<file path="config.mk">
export PLATFORM = sky130hd
export DESIGN_NAME = mips_multicycle_ctrl
export DESIGN_NICKNAME = d
export VERILOG_FILES = /design/src/rtl/mips_pkg.sv /design/src/rtl/mips_multicycle_ctrl_alu_decoder.sv /design/src/rtl/mips_multicycle_ctrl.sv
export SDC_FILE = /design/constraint.sdc
export NUM_CORES = 1
export LEC_CHECK = 0
export CAP_MARGIN = 10
export CORE_MARGIN = 1.5
export CORE_UTILIZATION = 43
export DETAILED_ROUTE_END_ITERATION = 12
export PLACE_DENSITY = 0.83
export SLEW_MARGIN = 20
export SYNTH_ARGS = -nofsm -noshare
export SYNTH_HDL_FRONTEND = slang
export SYNTH_HIERARCHICAL = 1
export SYNTH_SLANG_ARGS = --single-unit
</file>
<file path="constraint.sdc">
create_clock -name clk -period 2.26 [get_ports clk]
set_clock_uncertainty 0.1 [all_clocks]
set_input_delay 0.565 -clock clk [delete_from_list [all_inputs] [get_ports clk]]
set_output_delay 0.565 -clock clk [all_outputs]
set_load 0.02 [all_outputs]
</file>
<file path="src/rtl/mips_pkg.sv">
// Shared encodings for the multi-cycle MIPS control path: opcodes, functs,
// ALU operations, FSM state codes and datapath mux selects.
package mips_pkg;

    localparam logic [5:0] OP_RTYPE = 6'b000000;
    localparam logic [5:0] OP_LW    = 6'b100011;
    localparam logic [5:0] OP_SW    = 6'b101011;
    localparam logic [5:0] OP_BEQ   = 6'b000100;
    localparam logic [5:0] OP_ADDI  = 6'b001000;
    localparam logic [5:0] OP_J     = 6'b000010;

    localparam logic [5:0] FN_ADD = 6'b100000;
    localparam logic [5:0] FN_SUB = 6'b100010;
    localparam logic [5:0] FN_AND = 6'b100100;
    localparam logic [5:0] FN_OR  = 6'b100101;
    localparam logic [5:0] FN_SLT = 6'b101010;

    localparam logic [2:0] ALU_AND = 3'b000;
    localparam logic [2:0] ALU_OR  = 3'b001;
    localparam logic [2:0] ALU_ADD = 3'b010;
    localparam logic [2:0] ALU_SUB = 3'b110;
    localparam logic [2:0] ALU_SLT = 3'b111;

    localparam logic [1:0] SRCB_REGB    = 2'b00;
    localparam logic [1:0] SRCB_FOUR    = 2'b01;
    localparam logic [1:0] SRCB_IMM     = 2'b10;
    localparam logic [1:0] SRCB_IMM_SH2 = 2'b11;

    localparam logic [1:0] PCSRC_ALU    = 2'b00;
    localparam logic [1:0] PCSRC_ALUOUT = 2'b01;
    localparam logic [1:0] PCSRC_JUMP   = 2'b10;

    // Codes 12..15 are unused and recover to S_FETCH.
    typedef enum logic [3:0] {
        S_FETCH  = 4'd0,
        S_DECODE = 4'd1,
        S_MEMADR = 4'd2,
        S_MEMRD  = 4'd3,
        S_MEMWB  = 4'd4,
        S_MEMWR  = 4'd5,
        S_EXEC   = 4'd6,
        S_ALUWB  = 4'd7,
        S_BRANCH = 4'd8,
        S_ADDIEX = 4'd9,
        S_ADDIWB = 4'd10,
        S_JUMP   = 4'd11
    } state_t;

    function automatic logic is_mem_op(input logic [5:0] op);
        return (op == OP_LW) || (op == OP_SW);
    endfunction

endpackage

</file>
<file path="src/rtl/mips_multicycle_ctrl_alu_decoder.sv">
// R-type funct field to ALU operation decode; unknown functs fall back to ADD
// and raise o_funct_illegal so the caller can suppress the writeback.
module mips_alu_decoder
    import mips_pkg::*;
(
    input  logic [5:0] i_funct,
    output logic [2:0] o_alu_op,
    output logic       o_funct_illegal
);

    // Combinational funct lookup
    always_comb begin
        o_alu_op        = ALU_ADD;
        o_funct_illegal = 1'b0;
        case (i_funct)
            FN_ADD:  o_alu_op = ALU_ADD;
            FN_SUB:  o_alu_op = ALU_SUB;
            FN_AND:  o_alu_op = ALU_AND;
            FN_OR:   o_alu_op = ALU_OR;
            FN_SLT:  o_alu_op = ALU_SLT;
            default: begin
                o_alu_op        = ALU_ADD;
                o_funct_illegal = 1'b1;
            end
        endcase
    end

endmodule

</file>
<file path="src/rtl/mips_multicycle_ctrl.sv">
// Multi-cycle MIPS control FSM: sequences fetch, decode, execute, memory and
// writeback over a shared ALU/memory datapath, one instruction at a time.
module mips_multicycle_ctrl
    import mips_pkg::*;
(
    input  logic       clk,
    input  logic       reset,
    input  logic [5:0] opcode,
    input  logic [5:0] funct,
    input  logic       zero_flag,
    output logic       pc_en,
    output logic       iord,
    output logic       mem_write,
    output logic       ir_write,
    output logic       reg_dst,
    output logic       mem_to_reg,
    output logic       reg_write,
    output logic       alu_src_a,
    output logic [1:0] alu_src_b,
    output logic [2:0] alu_op,
    output logic [1:0] pc_src,
    output logic       instr_done,
    output logic       illegal_op
);

    state_t     r_state;
    state_t     w_next_state;
    logic       r_funct_illegal;
    logic [2:0] w_dec_alu_op;
    logic       w_dec_illegal;

    mips_alu_decoder u_alu_dec (
        .i_funct         (funct),
        .o_alu_op        (w_dec_alu_op),
        .o_funct_illegal (w_dec_illegal)
    );

    // State register
    always_ff @(posedge clk) begin
        if (reset) begin
            r_state <= S_FETCH;
        end else begin
            r_state <= w_next_state;
        end
    end

    // Remember an illegal funct seen in EXEC so ALUWB can drop the write
    always_ff @(posedge clk) begin
        if (reset) begin
            r_funct_illegal <= 1'b0;
        end else if (r_state == S_EXEC) begin
            r_funct_illegal <= w_dec_illegal;
        end else begin
            r_funct_illegal <= r_funct_illegal;
        end
    end

    // Next-state and Moore outputs; reset overrides with FETCH values minus enables
    always_comb begin
        pc_en        = 1'b0;
        iord         = 1'b0;
        mem_write    = 1'b0;
        ir_write     = 1'b0;
        reg_dst      = 1'b0;
        mem_to_reg   = 1'b0;
        reg_write    = 1'b0;
        alu_src_a    = 1'b0;
        alu_src_b    = SRCB_REGB;
        alu_op       = ALU_ADD;
        pc_src       = PCSRC_ALU;
        instr_done   = 1'b0;
        illegal_op   = 1'b0;
        w_next_state = S_FETCH;

        if (reset) begin
            alu_src_b    = SRCB_FOUR;
            alu_op       = ALU_ADD;
            w_next_state = S_FETCH;
        end else begin
            case (r_state)
                S_FETCH: begin
                    ir_write     = 1'b1;
                    pc_en        = 1'b1;
                    alu_src_b    = SRCB_FOUR;
                    w_next_state = S_DECODE;
                end
                S_DECODE: begin
                    // Branch target computed speculatively into ALUOut
                    alu_src_b = SRCB_IMM_SH2;
                    if (is_mem_op(opcode)) begin
                        w_next_state = S_MEMADR;
                    end else begin
                        case (opcode)
                            OP_RTYPE: w_next_state = S_EXEC;
                            OP_BEQ:   w_next_state = S_BRANCH;
                            OP_ADDI:  w_next_state = S_ADDIEX;
                            OP_J:     w_next_state = S_JUMP;
                            default: begin
                                w_next_state = S_FETCH;
                                illegal_op   = 1'b1;
                                instr_done   = 1'b1;
                            end
                        endcase
                    end
                end
                S_MEMADR: begin
                    alu_src_a    = 1'b1;
                    alu_src_b    = SRCB_IMM;
                    w_next_state = (opcode == OP_SW) ? S_MEMWR : S_MEMRD;
                end
                S_MEMRD: begin
                    iord         = 1'b1;
                    w_next_state = S_MEMWB;
                end
                S_MEMWB: begin
                    mem_to_reg   = 1'b1;
                    reg_write    = 1'b1;
                    instr_done   = 1'b1;
                    w_next_state = S_FETCH;
                end
                S_MEMWR: begin
                    iord         = 1'b1;
                    mem_write    = 1'b1;
                    instr_done   = 1'b1;
                    w_next_state = S_FETCH;
                end
                S_EXEC: begin
                    alu_src_a    = 1'b1;
                    alu_op       = w_dec_alu_op;
                    illegal_op   = w_dec_illegal;
                    w_next_state = S_ALUWB;
                end
                S_ALUWB: begin
                    reg_dst      = 1'b1;
                    reg_write    = ~r_funct_illegal;
                    instr_done   = 1'b1;
                    w_next_state = S_FETCH;
                end
                S_BRANCH: begin
                    alu_src_a    = 1'b1;
                    alu_op       = ALU_SUB;
                    pc_src       = PCSRC_ALUOUT;
                    pc_en        = zero_flag;
                    instr_done   = 1'b1;
                    w_next_state = S_FETCH;
                end
                S_ADDIEX: begin
                    alu_src_a    = 1'b1;
                    alu_src_b    = SRCB_IMM;
                    w_next_state = S_ADDIWB;
                end
                S_ADDIWB: begin
                    reg_write    = 1'b1;
                    instr_done   = 1'b1;
                    w_next_state = S_FETCH;
                end
                S_JUMP: begin
                    pc_src       = PCSRC_JUMP;
                    pc_en        = 1'b1;
                    instr_done   = 1'b1;
                    w_next_state = S_FETCH;
                end
                default: begin
                    w_next_state = S_FETCH;
                end
            endcase
        end
    end

endmodule

</file>
==> flow_summary_export.csv <==
group,metric,value,unit
routing,routed_via_density,5.67,
power,power_density,287,nW/µm²
finish,drive_gt1_share,41.9,%
yosys,seq_area_frac_synth,14.6,%
sta,worst_pin_slew,0.364,ns
power,p_leak,0.547,nW
floorplanning,die_h,42.9,µm
outcome,status,"finished, final reports clean",
global_routing,grt_max_degree,11,
finish,utilization,80.3,%
routing,drtIter0Drc,19,
yosys,ys_ff_latch,5,
critical_path,crit_path_end_kind,"primary output",
yosys,synthCells,102,
flow_run,drv_cap,0,
hold_path,hold_start,"r_funct_illegal",
critical_path,arrival,1.59,ns
global_routing,track_usage,30.4,%
yosys,synth_top_cell_by_area,"dfxtp_1",
routing,post_drt_wl_per_cell,14.7,µm
yosys,synth_area_per_cell,6.71,µm²
place,dp_cells,170,
sta,slew_headroom,75.6,%
clocking,clock_sinks,5,
global_routing,grt_pass1_wl,4200,µm
hold_path,min_path_type,"reg -> reg",
finish,area_growth,74.8,%
critical_path,startpoint_type,"input port",
clocking,cts_tree,"done",
critical_path,crit_type,"in -> out",
power,ir_drop,0.000247,V
routing,firstDrtPassIters,4,
sta,rsz0062_at_grt,"yes",
floorplanning,initial_core_util,46.0,%
floorplanning,core,1490,µm²
sta,hold_viol,0,
place,routabilityCongestion,0.857,
yosys,synth_warnings,6,
clocking,clk_latency,0.25,ns
critical_path,r2r_setup_slack,0.81,ns
yosys,synth_area_leaders,"dfxtp_1 (15%), a21oi_1 (8.0%), nor2_1 (7.7%)",
hold_path,hold_end,"r_funct_illegal",
yosys,synth-main-ff-cell,"dfxtp_1",
sta,setup_viol,0,
yosys,synth.distinct_cells,39,
clocking,clkTransAtPathRegs,0.04,ns
clocking,htree_levels,1,
floorplanning,die_area,1840,µm²
critical_path,startpoint,"funct[4]",
yosys,syn_nets,117,
clocking,cts_buffer_depth,2,
clocking,hold_buffers,0,
critical_path,crit_path_max_fanout,4,
global_routing,antenna_found_initial,0,
finish,antenna_cells,0,
finish,fin_nets,176,
routing,drc,0,
place,hpwl,1840,µm
yosys,netlist.area_leader.share,14.6,%
critical_path,reg2reg_depth,4,
sta,clock.fmax,444,MHz
sta,period_share,99.7,%
hold_path,hold_depth,2,
critical_path,r2r_start,"r_state[0]",
yosys,syn-cell-area,684,µm²
critical_path,required,1.59,ns
routing,vias,998,
floorplanning,die_w,42.9,µm
floorplanning,rows,14,
global_routing,first_global_vias,992,
finish,fin_cells,176,
critical_path,r2r-end,"r_state[1]",
place,io_buffers,31,
clocking,cts_made_buffers,3,
yosys,yosysMostFrequentCell,"nor2_1",
routing,totalWireLength,2600,µm
yosys,async_flop_share,0,%
sta,period_needed,2.25,ns
clocking,cts-root-buf,"clkbuf_4",
floorplanning,ios,32,
yosys,synth_edf_count,0,
routing,final_antenna_net_count,0,
sta,slew_viol_final,0,
global_routing,gr-total-overflow,0,
yosys,synthTopCellsByCount,"nor2_1 (14), a21oi_1 (11), nor3_1 (8), nand2_1 (7)",
-- worst max path at each step --
| stage | slack (ns) | to | cells past startpoint |
|---|---|---|---|
| global placement | -0.71 | alu_op[0] | 6 |
| finish | 0.007 | alu_op[1] | 5 |
| global route | -0.01 | alu_op[1] | 5 |
| CTS | -0.004 | alu_op[0] | 6 |
| detailed placement | -0.78 | alu_op[0] | 6 |
| floorplan | 0.14 | alu_op[1] | 3 |
-- worst max-delay path, cell delays in order --
cell,delay (ns)
buf_6,0.09
and2b_2,0.24
nand3_2,0.07
or4_4,0.48
buf_6,0.15
-- layout by cell type (no fill, tap or decap), types with 3 or more instances in the layout --
cell,Yosys,final
nand3_1,6,4
nor2_2,0,3
dlygate4sd2_1,0,11
clkbuf_2,0,6
clkbuf_4,0,3
nor3_2,2,3
buf_4,1,32
nor2_1,14,11
nor3_1,8,7
o21ai_1,2,3
dfxtp_1,5,5
nand2b_1,6,6
a21oi_1,11,9
o21ai_0,4,3
buf_2,3,5
nand2_1,7,7
inv_1,3,3
-- where the power goes --
part           switching (W)  total (W)  internal (W)
logic              0.0000731   0.000141     0.0000676
registers         0.00000266  0.0000934     0.0000907
clock network      0.0000426   0.000110     0.0000671
total               0.000118   0.000344      0.000225
-- cells by family after synthesis --
family,Yosys count,share of synthesized area (%)
buffers and inverters,9,7.68
muxes,1,1.46
xor gates and xnor gates,3,3.84
AOI/OAI and AO/OA,28,25.2
DFF,5,14.6
and+or+nand+nor,56,47.2
-- cell type report --
class	count	area (µm²)
multi-input cells	88	583
repair buffers	60	455
fillers	108	293
flip-flops and latches	5	100
clock buffers	4	26.3
well taps	16	20.0
inverters	3	11.3
-- registers in the layout, summed over array words and instances, names as in the netlist --
| register | cells |
|---|---|
| r_state | 4 |
| r_funct_illegal | 1 |
-- metrics by stage --
step	setup TNS, ns	cell area, µm²	hold WS (ns)	setup slack, ns	power [W]
floorplan	0	691	0.355	0.138	0.000160
finish	0	1200	0.401	0.00669	0.000344
global placement	-7.90	1180	0.371	-0.714	0.000229
global route	-0.0229	1200	0.446	-0.0149	0.000367
detailed placement	-8.69	1180	0.386	-0.776	0.000235
CTS	-0.00439	1200	0.392	-0.00439	0.000334
-- metal layers --
layer  part of all wire, %  routed length, µm  global-route usage (%)  vias to the layer above
met5                     0                  0                       0                        -
met4                   2.0                 53                    15.0                        0
met3                   5.9                152                    5.53                        6
met2                    56               1460                    56.4                       53
met1                    36                934                    32.1                      451
li1                      -                  -                       -                      488
-- timing repair --
action / CTS / global route
pin swaps: 7 / 3
endpoints found under the setup margin: 17 / 14
setup buffers: 1 / 1
gates resized for setup: 75 / 23
(Power assumes the default switching activity.)
